**src/rtl/pwm_pkg.sv**
```systemverilog
// pwm_pkg: shared constants and types for the PWM timebase.
//   DEF_CNT_W / DEF_PSC_W : default counter and prescaler widths
//   DIR_UP / DIR_DOWN     : encoding of the up_down control input
//   cnt_t                 : counter-width value type at the default width
package pwm_pkg;
    localparam int DEF_CNT_W = 16;
    localparam int DEF_PSC_W = 8;

    localparam logic DIR_UP   = 1'b1;
    localparam logic DIR_DOWN = 1'b0;

    typedef logic [DEF_CNT_W-1:0] cnt_t;
endpackage

```
**src/rtl/pwm_prescaler.sv**
```systemverilog
// pwm_prescaler: divides clk down to a counting tick.
// Ports:
//   clk, rst      : clock and asynchronous active-high reset
//   en            : counting enable; low freezes psc_cnt
//   clr           : synchronous clear of psc_cnt (beats en)
//   prescale_act  : tick every prescale_act+1 enabled cycles
//   tick          : combinational; high in the cycle the counter must advance
//   psc_cnt       : internal prescale count, exported for observation
module pwm_prescaler
    import pwm_pkg::*;
#(
    parameter int PSC_W = DEF_PSC_W
) (
    input  logic             clk,
    input  logic             rst,
    input  logic             en,
    input  logic             clr,
    input  logic [PSC_W-1:0] prescale_act,
    output logic             tick,
    output logic [PSC_W-1:0] psc_cnt
);

    logic match;

    // Equality (not >=) is deliberate: if prescale drops below psc_cnt the
    // count runs up to its maximum, rolls over to 0 and then ticks normally.
    assign match = (psc_cnt == prescale_act);
    assign tick  = en && !clr && match;

    always_ff @(posedge clk or posedge rst) begin
        if (rst) begin
            psc_cnt <= '0;
        end else if (clr) begin
            psc_cnt <= '0;
        end else if (en) begin
            if (match) begin
                psc_cnt <= '0;
            end else begin
                psc_cnt <= psc_cnt + 1'b1;
            end
        end
    end

endmodule

```
**src/rtl/pwm_counter.sv**
```systemverilog
// pwm_counter: free-running timebase feeding the PWM output generator.
// Optional feature macro: PWM_CNT_SHADOW_EN -- when defined, period and
// prescale are buffered in shadow registers that load only at a wrap, on
// cnt_clr, or while cnt_en is low, so mid-period writes apply next period.
// Ports:
//   clk, rst   : clock and asynchronous active-high reset
//   cnt_en     : counting enable; low freezes counter and prescaler
//   cnt_clr    : synchronous clear (0 in up mode, period_act in down mode)
//   up_down    : 1 = up, 0 = down
//   period     : terminal count; counter spans 0..period
//   prescale   : counter advances every prescale+1 clk cycles
//   count_val  : registered count
//   cnt_tick   : one-cycle pulse when the counter is advanced by a tick
//   wrap       : one-cycle pulse when the counter wraps
//   period_act : period currently in force
module pwm_counter
    import pwm_pkg::*;
#(
    parameter int CNT_W = DEF_CNT_W,
    parameter int PSC_W = DEF_PSC_W
) (
    input  logic             clk,
    input  logic             rst,
    input  logic             cnt_en,
    input  logic             cnt_clr,
    input  logic             up_down,
    input  logic [CNT_W-1:0] period,
    input  logic [PSC_W-1:0] prescale,
    output logic [CNT_W-1:0] count_val,
    output logic             cnt_tick,
    output logic             wrap,
    output logic [CNT_W-1:0] period_act
);

    logic [PSC_W-1:0] prescale_act;
    logic [CNT_W-1:0] period_load;
    logic [PSC_W-1:0] psc_cnt;
    logic             tick;
    logic             wrap_cond;
    logic             count_up;

    assign count_up = (up_down == DIR_UP);

    // Wrap decision against the period currently in force. Using >= in up
    // mode and > in down mode lets a shrunk period recover on the next tick.
    always_comb begin
        wrap_cond = 1'b0;
        if (count_up) begin
            wrap_cond = (count_val >= period_act);
        end else begin
            wrap_cond = (count_val == '0) || (count_val > period_act);
        end
    end

`ifdef PWM_CNT_SHADOW_EN
    logic             capture;
    logic [CNT_W-1:0] period_act_reg;
    logic [PSC_W-1:0] prescale_act_reg;

    assign capture = cnt_clr || !cnt_en || (tick && wrap_cond);

    always_ff @(posedge clk or posedge rst) begin
        if (rst) begin
            period_act_reg   <= '0;
            prescale_act_reg <= '0;
        end else if (capture) begin
            period_act_reg   <= period;
            prescale_act_reg <= prescale;
        end
    end

    assign period_act   = period_act_reg;
    assign prescale_act = prescale_act_reg;
    // A down-mode reload coincides with a shadow capture, so the new period
    // is loaded directly and the next period starts from its own top value.
    assign period_load  = period;
`else
    assign period_act   = period;
    assign prescale_act = prescale;
    assign period_load  = period;
`endif

    pwm_prescaler #(
        .PSC_W(PSC_W)
    ) u_prescaler (
        .clk          (clk),
        .rst          (rst),
        .en           (cnt_en),
        .clr          (cnt_clr),
        .prescale_act (prescale_act),
        .tick         (tick),
        .psc_cnt      (psc_cnt)
    );

    always_ff @(posedge clk or posedge rst) begin
        if (rst) begin
            count_val <= '0;
            cnt_tick  <= 1'b0;
            wrap      <= 1'b0;
        end else if (cnt_clr) begin
            count_val <= count_up ? '0 : period_load;
            cnt_tick  <= 1'b0;
            wrap      <= 1'b0;
        end else if (tick) begin
            cnt_tick <= 1'b1;
            wrap     <= wrap_cond;
            if (wrap_cond) begin
                count_val <= count_up ? '0 : period_load;
            end else if (count_up) begin
                count_val <= count_val + 1'b1;
            end else begin
                count_val <= count_val - 1'b1;
            end
        end else begin
            cnt_tick <= 1'b0;
            wrap     <= 1'b0;
        end
    end

endmodule

```
**config.mk**
```make
export PLATFORM = sky130hd
export DESIGN_NAME = pwm_counter
export DESIGN_NICKNAME = d
export VERILOG_FILES = /design/src/rtl/pwm_pkg.sv /design/src/rtl/pwm_prescaler.sv /design/src/rtl/pwm_counter.sv
export SDC_FILE = /design/constraint.sdc
export NUM_CORES = 1
export LEC_CHECK = 0
export CORE_MARGIN = 1.5
export CORE_UTILIZATION = 45
export CTS_CLUSTER_DIAMETER = 100
export DETAILED_ROUTE_END_ITERATION = 7
export DONT_BUFFER_PORTS = 1
export MAX_ROUTING_LAYER = met4
export PLACE_DENSITY = 0.69
export SLEW_MARGIN = 25
export SYNTH_ARGS = -nofsm -noshare
export SYNTH_HDL_FRONTEND = slang
export SYNTH_SLANG_ARGS = --single-unit
```
**constraint.sdc**
```tcl
create_clock -name clk -period 3.3 [get_ports clk]
set_input_delay 0.66 -clock clk [delete_from_list [all_inputs] [get_ports clk]]
set_output_delay 0.66 -clock clk [all_outputs]
set_load 0.01 [all_outputs]
```
* After elaboration in Yosys (flattened, before gate mapping)
Cells that the tools add are included.
Cells by class: reductions and logical operators 7, magnitude comparators 2, equal/unequal tests 1, mux-type cells 13, $add $sub $neg 3
Operators by type and width (number):
- two-way mux 16 bit | 5
- two-way mux 8 bit | 3
- adder 16 x 1 -> 16 bit, second input constant | 1
- greater-or-equal comparator 16 bit | 1
- greater-than comparator 16 bit | 1
- zero test 16 bit | 1
- subtractor 16 x 1 -> 16 bit, second input constant | 1
- adder 8 x 1 -> 8 bit, second input constant | 1
- equality test 8 bit | 1
- two-way mux 1 bit | 5
- nonzero test 2 bit | 2
- logical AND 1 bit | 2
- zero test 1 bit | 1
- logical OR 1 bit | 1
Word-level totals: bits of input ports 29, logic and storage cells 30, register bits after elaboration 26, output and inout bits 34

* Logic depth before layout (Yosys ltp)
depth in word-level cells 6, mapped depth 11, depth with buffers taken out 9

* By module
Synthesis repeated with hierarchy kept, for this count alone.
Unflattened totals: cells, all modules 299, area total of the unflattened synthesis 2652.5 um^2
Modules (own cells, without submodules):
- pwm_counter | area an instance 2048.2 um^2, cells each 231, instances 1, seq. area each 450.4 um^2
- pwm_prescaler | area an instance 604.3 um^2, cells each 68, instances 1, seq. area each 200.2 um^2

* Worst setup path before layout
No wires, ideal clock.
kind in2reg, from in up_down, to reg count_val[15], slack -0.037 ns, path buffers 1, arrival 3.211 ns, stages on the path 10, path through inv_1 > clkbuf_1 > ha_1 > a2111oi_2 > o21ai_2 > and3b_1 > o21ba_1 > a311oi_2 > mux2i_1 > a221o_1
On the way: cells in the longest elaborated chain, start to end 4, elaborated cells on any way between the ends 6
RTL lines:
- start: declaration | RTL line pwm_counter.sv:26 | input logic up_down,
- two-way mux 16 bit, or another cell as far along | RTL line pwm_counter.sv:109 | end else if (count_up) begin
- two-way mux 16 bit | RTL line pwm_counter.sv:107 | if (wrap_cond) begin
- two-way mux 16 bit | RTL line pwm_counter.sv:104 | end else if (tick) begin
- two-way mux 16 bit (*) | RTL line pwm_counter.sv:100 | end else if (cnt_clr) begin
- end signal: assignment | RTL line pwm_counter.sv:101 | count_val <= count_up ? '0 : period_load;
- end signal: assignment | RTL line pwm_counter.sv:108 | count_val <= count_up ? '0 : period_load;
- end signal: assignment | RTL line pwm_counter.sv:110 | count_val <= count_val + 1'b1;
- end: declaration | RTL line pwm_counter.sv:29 | output logic [CNT_W-1:0] count_val,
Mark *: on every way between the ends. The rest lies on a longest branch, timed or not. The select of a mux whose other input is x is not followed. A chain may end at the register's enable or synchronous reset.

* Final worst setup path
from reg count_val[1], to reg count_val[10]
On the way: cells in the longest elaborated chain, start to end 6, elaborated cells on any way between the ends 11
RTL lines:
- greater-than comparator 16 bit or zero test 16 bit (tied branches) | RTL line pwm_counter.sv:51 | wrap_cond = (count_val == '0) || (count_val > period_act);
- logical OR 1 bit | RTL line pwm_counter.sv:51
- two-way mux 1 bit | RTL line pwm_counter.sv:48 | if (count_up) begin
- two-way mux 16 bit (*) | RTL line pwm_counter.sv:107
- two-way mux 16 bit (*) | RTL line pwm_counter.sv:104
- two-way mux 16 bit (*) | RTL line pwm_counter.sv:100
Marked as above.

==> reports/metrics.csv <==
stage,metric,value,unit
run_status,status,"complete, no violations",
pwr,ir_drop,0.2516,mV
worst_setup_path,cp_top_family,simple AND/OR/NAND/NOR gates,
timing,finalCritPeriodShare,83.01,%
floorplanning,initial_core_util,46.15,%
timing,fmax,0.3651,GHz
job,cap_violations,0,
worst_setup_path,critical_path_class,reg2reg,
pwr,power_density,750.9,nW/µm²
worst_setup_path,cp_cell_sequence,"ha_1, and3_1, a221oi_1, or4_1, o211a_2, o21ai_2, buf_12, mux2i_1, mux2_2",
clocking,cts_root_buf,clkbuf_8,
worst_setup_path,slowest_delay,520,ps
final_layout,area_growth,1.483,%
global_routing,antenna_found_initial,0,
clocking,clkTransAtPathRegs,100,ps
global_routing,grt_pass1_wl,9970,µm
global_routing,grt_pass1_vias,2096,
final_layout,drive_gt1_share,7.591,%
synth,ys_seq_elements,26,
routing,first_iter_violations,92,
worst_setup_path,crit_buf_inv,1,
final_layout,antenna_cells,0,
synth,yosys.area.top_type_share,24.10,%
pwr,p_leak,1.333,nW
place,numPortBuffers,0,
global_routing,grt_use_total,20.39,%
clocking,h-tree-depth,1,
floorplanning,design.core.area,5851,µm²
routing,drcViolationCount,0,
synth,ys_types,51,
place,hpwl,4687,µm
routing,vias,2192,
worst_setup_path,cp.required,3470,ps
synth,synth-main-ff-cell,dfrtp_1,
synth,yosysWarnings,0,
timing,skew,3.090,ps
pwr,totalPowerFinal,2.058,mW
timing,rsz0062_at_grt,false,
clocking,post-cts-setup-buffers,0,
clocking,cts_tree,built,
global_routing,gr-total-overflow,0,
worst_setup_path,path_max_fanout,16,
routing,drtAntennaViolNets,0,
clocking,clkLatencyLatePin,280,ps
global_routing,grt_max_degree,33,
routing,viasPerCell,5.799,
worst_setup_path,r2r_slack,560,ps
floorplanning,fp.dieH,80.46,µm
clocking,post_cts_resized,0,
synth,synth_area,2700,µm²
place,dp_cells,374,
clocking,numCtsBuffers,3,
final_layout,fin_cells,378,
place,place_congestion,0.8783,
routing,wire_per_inst,16.14,µm
timing,finalSetupTns,0,ps
synth,synthTopCellsByArea,"dfrtp_1 (24%), ha_1 (14%), o21ai_0 (4.4%), buf_4 (4.4%), mux2i_1 (4.1%)",
timing,max_slew_margin,60.08,%
synth,synth_edf_count,0,
synth,async_flop_share,100.0,%
timing,holdWs,317.3,ps
clocking,cts.sinks,26,
final_layout,final_util,46.83,%
synth,syn_area_per_cell,8.464,µm²
synth,synth_nets,380,
final_layout,nNetsFinal,365,
timing,period_needed,2739,ps
worst_setup_path,slowest_stage,or4_1,
routing,wl,6100,µm
worst_setup_path,crit_arrival,2910,ps
floorplanning,ioPinCount,63,
floorplanning,die_x,80.46,µm
clocking,hold_buffers,0,
worst_setup_path,start_kind,flip-flop,
worst_setup_path,endpoint_kind,flip-flop,
floorplanning,die-area,6474,µm²
synth,synth-seq-area-share,24.10,%
routing,dr.pass1.iters,4,
timing,setup_viol,0,
min_path,hp-class,in2async,
floorplanning,num_rows,28,
timing,hold_viol_final,0,
clocking,cts_buffer_depth,2,
timing,max_slew.worst_pin.slew,598.0,ps
synth,synth_area_leader_cell,dfrtp_1,
timing,final_max_slew_viol_count,0,
synth,syn_inst,319,
path summary, 6_finish.rpt:
check                      cells after the start                      to                    from
setup / recovery                               9           count_val[10]            count_val[1]
hold / removal                                 1            count_val[1]                     rst
setup reg to reg                               9           count_val[10]            count_val[1]
hold reg to reg                                1  u_prescaler.psc_cnt[7]  u_prescaler.psc_cnt[7]
max in group asynchronous                      1                    wrap                     rst
min in group clk                               1  u_prescaler.psc_cnt[7]  u_prescaler.psc_cnt[7]
synthesized netlist by cell type (2+ instances only):
cell type	number
o211ai_1	2
a221oi_1	3
mux2_2	4
a21oi_1	18
o21ai_0	24
a31oi_1	4
and3_1	5
nand4_1	5
nand3_1	5
nor2_1	18
o21bai_1	4
o31ai_1	6
o21ai_1	3
dfrtp_1	26
buf_4	16
mux2i_1	11
and2_1	2
and3b_1	2
nor4_1	6
ha_1	31
xor2_1	12
nor3_1	7
inv_1	26
o21ai_2	2
xnor2_1	10
a22oi_1	3
clkbuf_1	6
a21o_1	5
nand2_1	25
a211oi_1	2
nor2b_1	2
a2111oi_2	2
a221o_1	2
nand2b_1	3
where the power goes:
group,leakage [nW],switching (mW),internal (mW)
clock,0.0357,0.112,0.163
sequential,0.340,0.200,0.407
combinational,0.957,0.632,0.544
total,1.33,0.944,1.11
kinds of logic after synthesis:
group | after synthesis | synth area share [%]
simple gates | 87 | 16.40
compound gates | 87 | 21.46
flops | 26 | 24.10
xor+xnor | 22 | 7.136
mux | 15 | 5.746
buf+inv | 50 | 10.06
fa+ha+maj | 32 | 15.11
layout make-up:
type | count | area (µm²)
Timing Repair Buffer | 4 | 42.54
Clock buffer | 3 | 41.29
Inverter | 26 | 97.59
Sequential cell | 26 | 650.6
Multi-Input combinational cell | 243 | 1784
Tap cell | 75 | 93.84
Fill cell | 576 | 3110
Clock inverter | 1 | 30.03
stage by stage:
stage | area, µm² | worst slack [ps]
5_1_grt | 2740 | 408.0
6_report | 2740 | 560.7
3_3_place_gp | 2669 | 391.9
4_1_cts | 2740 | 541.9
2_1_floorplan | 2701 | 296.5
3_5_place_dp | 2669 | 289.2
placed cells by master (no fill, tap or decap), types with 2 or more instances in the layout:
cell,count
and3b_1,2
nand2b_1,3
mux2i_1,11
nor3_1,7
nor2b_1,2
nor4_1,6
xor2_1,12
nand4_1,5
xnor2_1,10
dfrtp_1,26
o31ai_1,6
a211oi_1,2
clkbuf_8,3
o21bai_1,4
inv_1,25
o211ai_1,2
nand3_1,5
and2_1,2
a21o_1,5
a2111oi_2,2
nor2_1,18
a221oi_1,3
a31oi_1,3
ha_1,31
o21ai_1,3
a21oi_1,18
nand2_1,25
o21ai_0,24
and3_1,5
mux2_2,4
buf_4,3
a22oi_1,3
a221o_1,2
o21ai_2,2
worst register-to-register path, stage by stage (launching register included):
cell      delay (ps)
dfrtp_1          510
ha_1             330
and3_1           160
a221oi_1          90
or4_1            520
o211a_2          180
o21ai_2          280
buf_12           200
mux2i_1           90
mux2_2           260
state kept, by name, summed over array words and instances (netlist names):
signal,count
count_val,16
u_prescaler.psc_cnt,8
cnt_tick,1
wrap,1
layer usage:
layer / track usage (%) / routed length, µm / share of wire (%) / vias up
li1: - / - / - / 1112
met1: 24.29 / 2789 / 46 / 1026
met2: 36.05 / 2982 / 49 / 47
met3: 3.750 / 279 / 4.6 / 7
met4: 3.793 / 49 / 0.80 / 0
met5: - / 0 / 0 / -
(Power assumes the default switching activity.)
